$ cat src/rtl/sr_drv_pkg.sv
// Shared types and widths for the set/reset flip-flop driver.
package sr_drv_pkg;

  localparam int PULSE_CNT_W = 16;
  localparam int TMR_W       = 4;

  localparam logic [PULSE_CNT_W-1:0] PULSE_CNT_MAX = '1;

  typedef enum logic [1:0] {
    ST_IDLE  = 2'd0,
    ST_PULSE = 2'd1,
    ST_GAP   = 2'd2
  } state_t;

  function automatic logic [PULSE_CNT_W-1:0] sat_inc(input logic [PULSE_CNT_W-1:0] v);
    return (v == PULSE_CNT_MAX) ? v : v + 1'b1;
  endfunction

endpackage

$ cat src/rtl/sr_drv_timer.sv
// Loadable down-counter; done is high while the count sits at zero.
// A load of N-1 therefore gives exactly N cycles with the owning state active.
module sr_drv_timer
  import sr_drv_pkg::*;
(
  input  logic             clk,
  input  logic             rst,
  input  logic             load,
  input  logic [TMR_W-1:0] load_val,
  output logic             done
);

  logic [TMR_W-1:0] cnt;

  always_ff @(posedge clk) begin
    if (rst) begin
      cnt <= '0;
    end else if (load) begin
      cnt <= load_val;
    end else if (cnt != '0) begin
      cnt <= cnt - 1'b1;
    end
  end

  assign done = (cnt == '0);

endmodule

$ cat src/rtl/sr_ff_driver.sv
// Request-to-pulse driver for one sr_ff: PW-cycle s/r pulses, GAP idle cycles, redundant requests dropped.
// Optional readback check of the flop's Q is enabled with SR_DRV_READBACK_EN.
module sr_ff_driver
  import sr_drv_pkg::*;
#(
  parameter int PW  = 2,
  parameter int GAP = 1
) (
  input  logic                   clk,
  input  logic                   rst,
  input  logic                   req_valid,
  input  logic                   req_level,
  output logic                   req_ready,
  output logic                   s,
  output logic                   r,
  output logic                   busy,
  output logic                   q_model,
  output logic [PULSE_CNT_W-1:0] pulse_cnt
`ifdef SR_DRV_READBACK_EN
  ,
  input  logic                   q_fb,
  output logic                   mismatch
`endif
);

  localparam logic [TMR_W-1:0] PW_LD  = TMR_W'(PW - 1);
  localparam logic [TMR_W-1:0] GAP_LD = (GAP > 0) ? TMR_W'(GAP - 1) : '0;

  state_t                 state, state_nxt;
  logic                   lvl, lvl_nxt;
  logic                   q_nxt;
  logic [PULSE_CNT_W-1:0] cnt_nxt;
  logic                   tmr_load;
  logic [TMR_W-1:0]       tmr_val;
  logic                   tmr_done;

  sr_drv_timer u_timer (
    .clk      (clk),
    .rst      (rst),
    .load     (tmr_load),
    .load_val (tmr_val),
    .done     (tmr_done)
  );

  always_comb begin
    state_nxt = state;
    lvl_nxt   = lvl;
    q_nxt     = q_model;
    cnt_nxt   = pulse_cnt;
    tmr_load  = 1'b0;
    tmr_val   = PW_LD;
    case (state)
      ST_IDLE: begin
        // A request that matches the current level completes here with no pulse.
        if (req_valid && (req_level != q_model)) begin
          state_nxt = ST_PULSE;
          lvl_nxt   = req_level;
          tmr_load  = 1'b1;
          tmr_val   = PW_LD;
        end
      end
      ST_PULSE: begin
        if (tmr_done) begin
          q_nxt   = lvl;
          cnt_nxt = sat_inc(pulse_cnt);
          if (GAP > 0) begin
            state_nxt = ST_GAP;
            tmr_load  = 1'b1;
            tmr_val   = GAP_LD;
          end else begin
            state_nxt = ST_IDLE;
          end
        end
      end
      ST_GAP: begin
        if (tmr_done) begin
          state_nxt = ST_IDLE;
        end
      end
      default: begin
        state_nxt = ST_IDLE;
      end
    endcase
  end

  // Outputs are decoded from the next state so they line up with the state register.
  always_ff @(posedge clk) begin
    if (rst) begin
      state     <= ST_IDLE;
      lvl       <= 1'b0;
      s         <= 1'b0;
      r         <= 1'b0;
      busy      <= 1'b0;
      req_ready <= 1'b1;
      q_model   <= 1'b0;
      pulse_cnt <= '0;
    end else begin
      state     <= state_nxt;
      lvl       <= lvl_nxt;
      s         <= (state_nxt == ST_PULSE) &  lvl_nxt;
      r         <= (state_nxt == ST_PULSE) & ~lvl_nxt;
      busy      <= (state_nxt != ST_IDLE);
      req_ready <= (state_nxt == ST_IDLE);
      q_model   <= q_nxt;
      pulse_cnt <= cnt_nxt;
    end
  end

`ifdef SR_DRV_READBACK_EN
  logic fb_diff, fb_diff_q;

  // Only compared in IDLE so flop propagation during PULSE/GAP is never flagged.
  assign fb_diff = (state == ST_IDLE) && (q_fb != q_model);

  always_ff @(posedge clk) begin
    if (rst) begin
      fb_diff_q <= 1'b0;
      mismatch  <= 1'b0;
    end else begin
      fb_diff_q <= fb_diff;
      if (fb_diff && fb_diff_q) begin
        mismatch <= 1'b1;
      end
    end
  end
`endif

endmodule
$ cat config.mk
export PLATFORM = sky130hd
export DESIGN_NAME = sr_ff_driver
export DESIGN_NICKNAME = d
export VERILOG_FILES = /design/src/rtl/sr_drv_pkg.sv /design/src/rtl/sr_drv_timer.sv /design/src/rtl/sr_ff_driver.sv
export SDC_FILE = /design/constraint.sdc
export NUM_CORES = 1
export LEC_CHECK = 0
export CORE_ASPECT_RATIO = 1.1
export CORE_UTILIZATION = 53
export CTS_BUF_LIST = sky130_fd_sc_hd__clkbuf_4 sky130_fd_sc_hd__clkbuf_8
export DETAILED_ROUTE_END_ITERATION = 10
export PLACE_DENSITY_LB_ADDON = 0.05
export SETUP_SLACK_MARGIN = 0.4
export SLEW_MARGIN = 30
export SYNTH_ARGS = -nofsm -noshare
export SYNTH_HDL_FRONTEND = slang
export SYNTH_SLANG_ARGS = --single-unit
export TNS_END_PERCENT = 100
$ cat constraint.sdc
create_clock -name clk -period 2.6 [get_ports clk]
set_input_delay 0.39 -clock clk [delete_from_list [all_inputs] [get_ports clk]]
set_output_delay 0.39 -clock clk [all_outputs]
set_load 0.01 [all_outputs]
==> results.toml, run 1 <==
[synthesis]
syn_avg_cell_area_sq_um = 8.69
synthTopCellsByArea = "dfxtp_1 (42%), a21oi_1 (6.0%), o31ai_1 (5.1%)"
synth_edf_count = 0
syn_nets = 160
yosysWarnings = 0
synth_seq_cells = 28
synth_flop_cell = "dfxtp_1"
netlist-cell-type-count = 36
synth_top_area_cell = "dfxtp_1"
yosysSeqAreaShare_pct = 41.9
syn_area_sq_um = 1340
synth_top_area_share_pct = 41.9
syn_inst = 154
synthArstFlopShare_pct = 0

[sta]
fmax_ghz = 0.474
max_slew_margin_pct = 67.5
maxSlewViolCount = 0
timing.final.ws_setup_ps = 492
min_period_ps = 2110
hold_viol = 0
rsz0062_at_grt = "no"
finalSetupTns_ps = 0
period_share_pct = 81.1
finClkSkew_ps = 4.87
setup_viol = 0
tightest_slew_ps = 483

[floorplanning]
die_h_um = 54.7
start_util_pct = 57.7
coreArea_sq_um = 2320
fp-row-count = 18
fp.dieArea_sq_um = 2730
io_pins = 25
die_w_um = 49.9

[place]
place_ws_ps = 454
place_congestion = 0.802
place_area_sq_um = 1600
hpwl_um = 2130
io_buffer_count = 24

[route]
wl_per_cell_um = 14.0
drc = 0
first_pass_iters = 4
ant_nets = 0
vias = 1252
wl_um = 2940
initialDrtViolationCount = 35
vias_per_cell = 5.96

[clock_tree]
cts_root_buffer = "clkbuf_4"
cts_max_level = 1
cts_buffers = 3
hold_buffers = 0
insertion_delay_ps = 320
cts_tree = "done"
clk_pin_slew_ps = 140
clockBufferDepth = 2
cts_sinks = 28

[worst_setup_path]
path_max_fanout = 24
start_kind = "flip-flop"
cp_cell_sequence = "inv_1 -> ha_1 -> nor3b_4 -> nand2_4 -> nor4_1 -> mux2_2"
path_delay_family = "simple AND/OR/NAND/NOR gates"
cp.required_ps = 2820
critPathBufInv = 1
path_class = "reg -> reg"
cp.arrival_ps = 2330
endpoint_kind = "flip-flop"
crit_path_top_delay_cell = "nor4_1"
slowest_delay_ps = 440

[finish]
layout.nets = 187
final_cell_mix = "dfxtp_1 (28), clkdlybuf4s50_1 (24), a21oi_1 (16)"
multi_input_area_sq_um = 742
n_antenna_cell = 0
area_growth_pct = 24.2
regArea_sq_um = 561
nFillCells = 195
layout_commonest_cell = "dfxtp_1"
final_area_sq_um = 1660
drive_above_1_share_pct = 10.6

[power_and_ir_drop]
leakage_uw = 0.000565
p_per_area_nw_per_um2 = 661
peakVddDrop_mv = 0.392

[global_route]
antenna_found_initial = 0
grt_pass1_vias = 1053
track_usage_pct = 22.5
grt_start_max_net_pins = 25
overflow = 0
grt_first_pass_wirelength_um = 4640

[flow_run]
maxCapViolCount = 0

[hold_path]
hp-class = "reg -> reg"

[run_status]
outcome = "completed"
==> Yosys cell counts, drive strengths merged (3+ instances only) <==
cell	number
dfxtp	28
a21oi	16
nor2	14
nand2	12
o31ai	9
or4	9
o21ai	6
or3	6
nand4	5
inv	4
and3	3
buf	3
clkbuf	3
mux2	3
nor2b	3
nor3	3
nor4	3
==> sequential cells by signal, summed over array words and instances (netlist names) <==
| name | cells |
|---|---|
| busy | 1 |
| lvl | 1 |
| pulse_cnt | 16 |
| q_model | 1 |
| r | 1 |
| req_ready | 1 |
| s | 1 |
| state | 2 |
| u_timer.cnt | 4 |
==> routing by layer <==
metal,wire [um],global-route usage (%)
met5,0,0
met4,30,6.67
met3,124,2.78
met2,1530,42.3
met1,1250,27.0
==> stage by stage <==
step,instances,power [uW],utilization (%),hold WS [ps]
CTS,208,1060,70.3,483
global route,210,1170,71.6,515
detailed placement,204,858,68.8,463
floorplan,154,776,-,441
finish,210,1100,71.6,480
global placement,204,840,68.8,461
==> power breakdown <==
group / internal, uW / switching [uW]
combinational: 193 / 183
sequential: 476 / 40.1
clock: 85.6 / 120
==> cell families after synthesis <==
group / count (synthesis) / synth area share, %
AOI/OAI and AO/OA: 38 / 17.2
xor gates and xnor gates: 2 / 1.31
adders and majority gates: 2 / 1.87
buffers and inverters: 10 / 3.74
DFF: 28 / 41.9
muxes: 3 / 2.53
and+or+nand+nor: 71 / 31.4
==> repair_timing <==
action / 4_1_cts / 5_1_grt
resized for setup: 0 / 2
buffers inserted: 0 / 2
setup endpoints to repair: 0 / 10
==> final timing paths <==
| kind | from | cells past startpoint | endpoint | slack [ps] |
|---|---|---|---|---|
| max reg2reg | u_timer.cnt[0] | 6 | pulse_cnt[13] | 490 |
| max | u_timer.cnt[0] | 6 | pulse_cnt[13] | 490 |
| min | lvl | 2 | q_model | 480 |
| min reg2reg | lvl | 2 | q_model | 480 |
==> worst min-delay path, delay by kind of cell (launching register included) <==
family,cells,cell delay (ps)
DFF,1,350
AOI/OAI and AO/OA,1,50
and+or+nand+nor,1,60
==> layout make-up <==
class                      count  share of cell area [%]
inverter                       4                   0.904
tap                           30                    2.26
timing repair buffer          28                    16.3
multi-input combinational    116                    44.7
clock buffer                   4                    2.18
sequential                    28                    33.7
(Power assumes the default switching activity.)
==> run 2, diff against run 1 <==
Clock period 2.6 ns to 2 ns, I/O delays scaled along.
==> run 2 against run 1 <==
Compared with the run above:
- register-to-register slack lost 310 ps
- final cell count grew 12%
- utilization grew 18 points
- fmax grew 16%
- via count grew 23%
- critical path depth shrank 1
- critical path type unchanged
- clock power grew 39%
- wire length grew 67%
==> results.toml, run 2 (synthesized netlist as in run 1, its figures left out) <==
[finish]
final_area_sq_um = 2080
layout_top_registers = "pulse_cnt: 16 flops, u_timer.cnt: 4 flops, state: 2 flops"
fin_util_pct = 89.6
area_growth_pct = 55.5
nFillCells = 100
largest_reg_flops = 16
regMostFlops = "pulse_cnt"
layout.nets = 213
final_cell_mix = "buf_4 (23), nor2_1 (13), clkdlybuf4s50_1 (12), dlymetal6s2s_1 (12), nand2_1 (11)"
layout_commonest_cell = "buf_4"
n_antenna_cell = 0
drive_above_1_share_pct = 43.2

[sta]
fmax_ghz = 0.550
rsz0062_at_grt = "yes"
max_slew_margin_pct = 74.0
period_share_pct = 90.9
hold_viol = 0
finClkSkew_ps = 5.58
maxSlewViolCount = 0
tightest_slew_ps = 389
timing.final.ws_setup_ps = 182
finalSetupTns_ps = 0
setup_viol = 0
hold_slack_ps = 511
min_period_ps = 1820

[floorplanning]
coreArea_sq_um = 2320
die_h_um = 54.7
die_w_um = 49.9
fp-row-count = 18
fp.dieArea_sq_um = 2730
io_pins = 25
start_util_pct = 57.7

[route]
drc = 0
vias_per_cell = 6.52
ant_nets = 0
vias = 1538
wl_per_cell_um = 20.8
first_pass_iters = 4
wl_um = 4910
initialDrtViolationCount = 42

[power_and_ir_drop]
leakage_uw = 0.000943
p_per_area_nw_per_um2 = 824
peakVddDrop_mv = 0.706

[worst_setup_path]
cp.arrival_ps = 2080
path_max_fanout = 4
start_kind = "flip-flop"
cp.required_ps = 2260
endpoint_kind = "flip-flop"
path_class = "reg -> reg"

[global_route]
track_usage_pct = 29.2
grt_first_pass_wirelength_um = 5950
grt_start_max_net_pins = 16
antenna_found_initial = 0
grt_pass1_vias = 1281
overflow = 0

[place]
io_buffer_count = 24
place_congestion = 0.826
place_area_sq_um = 1650
place_ws_ps = 155
hpwl_um = 2240

[clock_tree]
clk_pin_slew_ps = 150
cts_max_level = 1
insertion_delay_ps = 330
cts_tree = "done"
clockBufferDepth = 2
cts_root_buffer = "clkbuf_4"
cts_sinks = 28
cts_buffers = 3

[hold_path]
hp-class = "reg -> reg"

[flow_run]
maxCapViolCount = 0

[run_status]
outcome = "completed"
[run 2: where the power goes]
part	switching [uW]	internal, uW	leakage, uW
clock	172	112	0.0000210
combinational	387	375	0.000683
sequential	56.1	611	0.000239
[run 2: worst max-delay path, cell delays in order, from the launching register on]
cell and delay [ps]:
dfxtp_2 390, buf_4 130, and2_1 220, nand4_1 240, or4_1 580, a21oi_1 180
[run 2: repair_timing]
| action | in CTS | in global routing |
|---|---|---|
| endpoints found under the setup margin | 30 | 36 |
| hold buffers | 0 | 0 |
| pin swaps | 13 | 5 |
| cloned | 2 | 0 |
| setup buffers | 20 | 3 |
| resized for setup | 22 | 47 |
[run 2: cell type report]
cell class / instances / area, sq um / share of cell area (%)
Tap cell: 30 / 37.5 / 1.81
Inverter: 4 / 15.0 / 0.722
Sequential cell: 28 / 608 / 29.2
Clock buffer: 4 / 36.3 / 1.74
Timing Repair Buffer: 52 / 499 / 24.0
Multi-Input combinational cell: 118 / 883 / 42.5
[run 2: per-stage QoR]
step,total power [uW],instances
floorplan,1050,154
global placement,1160,207
detailed placement,1190,207
CTS,1640,233
global route,1780,236
finish,1710,236
[run 2: final timing paths]
kind	slack, ps	startpoint	depth (start not counted)	to
worst max-delay path	180	pulse_cnt[0]	5	pulse_cnt[11]
worst min-delay path	510	lvl	2	q_model
worst max register to register	180	pulse_cnt[0]	5	pulse_cnt[11]
worst min register to register	510	lvl	2	q_model
[run 2: metal layers]
layer	global-route usage, %	wire, um	vias up
met5	0	0	-
met4	10.5	263	0
met3	3.06	399	29
met2	55.4	2460	107
met1	34.5	1790	718
li1	-	-	684
==> run 3, diff against run 2 <==
==> constraint.sdc (replaced) <==
create_clock -name clk -period 2 [get_ports clk]
set_input_delay 0.4 -clock clk [delete_from_list [all_inputs] [get_ports clk]]
set_output_delay 0.4 -clock clk [all_outputs]
set_load 0.01 [all_outputs]
==> run 3 against run 2 <==
Compared with the run above:
- first-iteration DRC count grew 60%
- largest cell class unchanged
- count of clock-buffer cells in the layout is 1 lower
- setup slack worse by 44 ps
- final cell count is the same
- clock skew grew 2.4 ps
- die area unchanged
- critical path type unchanged
- sequential share of layout area fell by 0.32 points
- flip-flop and latch count unchanged
==> results.toml, run 3 (synthesized netlist as in run 1, its figures left out) <==
[worst_setup_path]
cp_cell_sequence = "inv_2 -> ha_4 -> nor3b_4 -> buf_6 -> nand4_1 -> buf_6 -> buf_4 -> o41ai_1"
slowest_delay_ps = 410
path_max_fanout = 5
path_delay_family = "buffers and inverters"
path_common_cell = "buf_6"
critPathBufInv = 4
cp.required_ps = 2210
start_kind = "flip-flop"
endpoint_kind = "flip-flop"
crit_path_top_delay_cell = "o41ai_1"
path_class = "reg -> reg"
cp.arrival_ps = 2080

[route]
wl_um = 4740
initialDrtViolationCount = 67
first_pass_iters = 4
wl_per_cell_um = 20.1
vias_per_cell = 6.41
vias = 1513
drc = 0
ant_nets = 0

[run_status]
outcome = "completed"

[place]
place_congestion = 0.810
io_buffer_count = 24
placedCellCount = 208
hpwl_um = 2200

[floorplanning]
start_util_pct = 57.7
die_w_um = 49.9
fp-row-count = 18
die_h_um = 54.7
io_pins = 25
coreArea_sq_um = 2320
fp.dieArea_sq_um = 2730

[finish]
layout.nets = 213
nFillCells = 107
layout_top_registers = "pulse_cnt: 16 flops, u_timer.cnt: 4 flops, state: 2 flops"
regMostFlops = "pulse_cnt"
area_growth_pct = 54.6
stdcell_count = 236
n_antenna_cell = 0
largest_reg_flops = 16
multi_input_area_sq_um = 905
regArea_sq_um = 598
drive_above_1_share_pct = 41.3
final_cell_mix = "buf_4 (22), dlygate4sd2_1 (15), a21oi_1 (12), dfxtp_2 (12)"
layout_commonest_cell = "buf_4"

[sta]
tightest_slew_ps = 469
fmax_ghz = 0.537
finClkSkew_ps = 8.00
hold_viol = 0
finalSetupTns_ps = 0
setup_viol = 0
maxSlewViolCount = 0
period_share_pct = 93.1
min_period_ps = 1860
rsz0062_at_grt = "yes"
max_slew_margin_pct = 68.6

[clock_tree]
cts_max_level = 1
cts_root_buffer = "clkbuf_4"
insertion_delay_ps = 340
cts_sinks = 28
cts_buffers = 3
clockBufferDepth = 2
cts_tree = "done"
hold_buffers = 0
clk_pin_slew_ps = 160

[global_route]
grt_pass1_vias = 1322
track_usage_pct = 30.7
grt_start_max_net_pins = 17
antenna_found_initial = 0
overflow = 0
grt_first_pass_wirelength_um = 6270

[power_and_ir_drop]
clock_power_share_pct = 22.3
switching_share_pct = 34.2
internal_power_uw = 1130
combPwrFrac_pct = 38.8
p_seq_share_pct = 38.9
switchingPower_uw = 586
leakage_uw = 0.000880
p_per_area_nw_per_um2 = 828
peakVddDrop_mv = 0.734

[flow_run]
maxCapViolCount = 0

[hold_path]
hp-class = "reg -> reg"
## run 3: changes by cell type in the layout (fill, tap and decap cells not counted), sizes merged
cell and change:
bufinv +1, dlymetal6s2s -7, clkbuf -1, clkdlybuf4s50 -8, dlygate4sd2 +15
## run 3: routing by layer
metal | vias up | global-route usage [%] | share of wire, %
met5 | - | 0 | 0
met4 | 0 | 13.3 | 4.4
li1 | 679 | - | -
met1 | 729 | 34.0 | 40
met3 | 22 | 3.89 | 5.8
met2 | 83 | 59.7 | 50
## run 3: final cells by class
| type | count | share of cell area (%) |
|---|---|---|
| Timing Repair Buffer | 52 | 22.3 |
| Multi-Input combinational cell | 118 | 43.7 |
| Sequential cell | 28 | 28.9 |
| Inverter | 4 | 0.726 |
| Clock inverter | 1 | 1.45 |
| Tap cell | 30 | 1.81 |
| Clock buffer | 3 | 1.09 |
## run 3: per-stage QoR
stage | worst slack (ps) | power [uW] | utilization [%] | hold slack [ps] | cell area [sq um]
floorplan | 262 | 1050 | - | 441 | 1380
global placement | 129 | 1100 | 71.5 | 463 | 1660
detailed placement | 95.8 | 1120 | 71.5 | 465 | 1660
CTS | 251 | 1610 | 83.2 | 479 | 1930
global route | 117 | 1790 | 89.2 | 525 | 2070
finish | 139 | 1710 | 89.2 | 485 | 2070
## run 3: what timing repair did
| item | in CTS | in global routing |
|---|---|---|
| setup buffers | 17 | 4 |
| gates cloned | 3 | 0 |
| hold endpoints to repair | 0 | 0 |
| setup endpoints to repair | 34 | 28 |
| gates resized for setup | 49 | 29 |
| pin swaps | 14 | 12 |
## run 3: worst paths after layout
check | start | endpoint | slack [ps] | cells past startpoint
setup / recovery | u_timer.cnt[1] | pulse_cnt[9] | 140 | 8
hold / removal | lvl | q_model | 490 | 2
hold reg to reg | lvl | q_model | 490 | 2
setup reg to reg | u_timer.cnt[1] | pulse_cnt[9] | 140 | 8
## run 3: power groups by stage
stage,Sequential (uW),Clock [uW],Combinational (uW)
6_report,666,382,665
5_1_grt,676,408,708
4_1_cts,660,371,580
3_5_place_dp,681,0,441
3_3_place_gp,677,0,424
2_1_floorplan,691,0,358
## run 3: tightest hold or removal path, delay by kind of cell (launching register included)
kind / cells / cell delay (ps)
AO/OA/AOI/OAI: 1 / 50
flip-flops: 1 / 360
AND/OR/NAND/NOR: 1 / 60
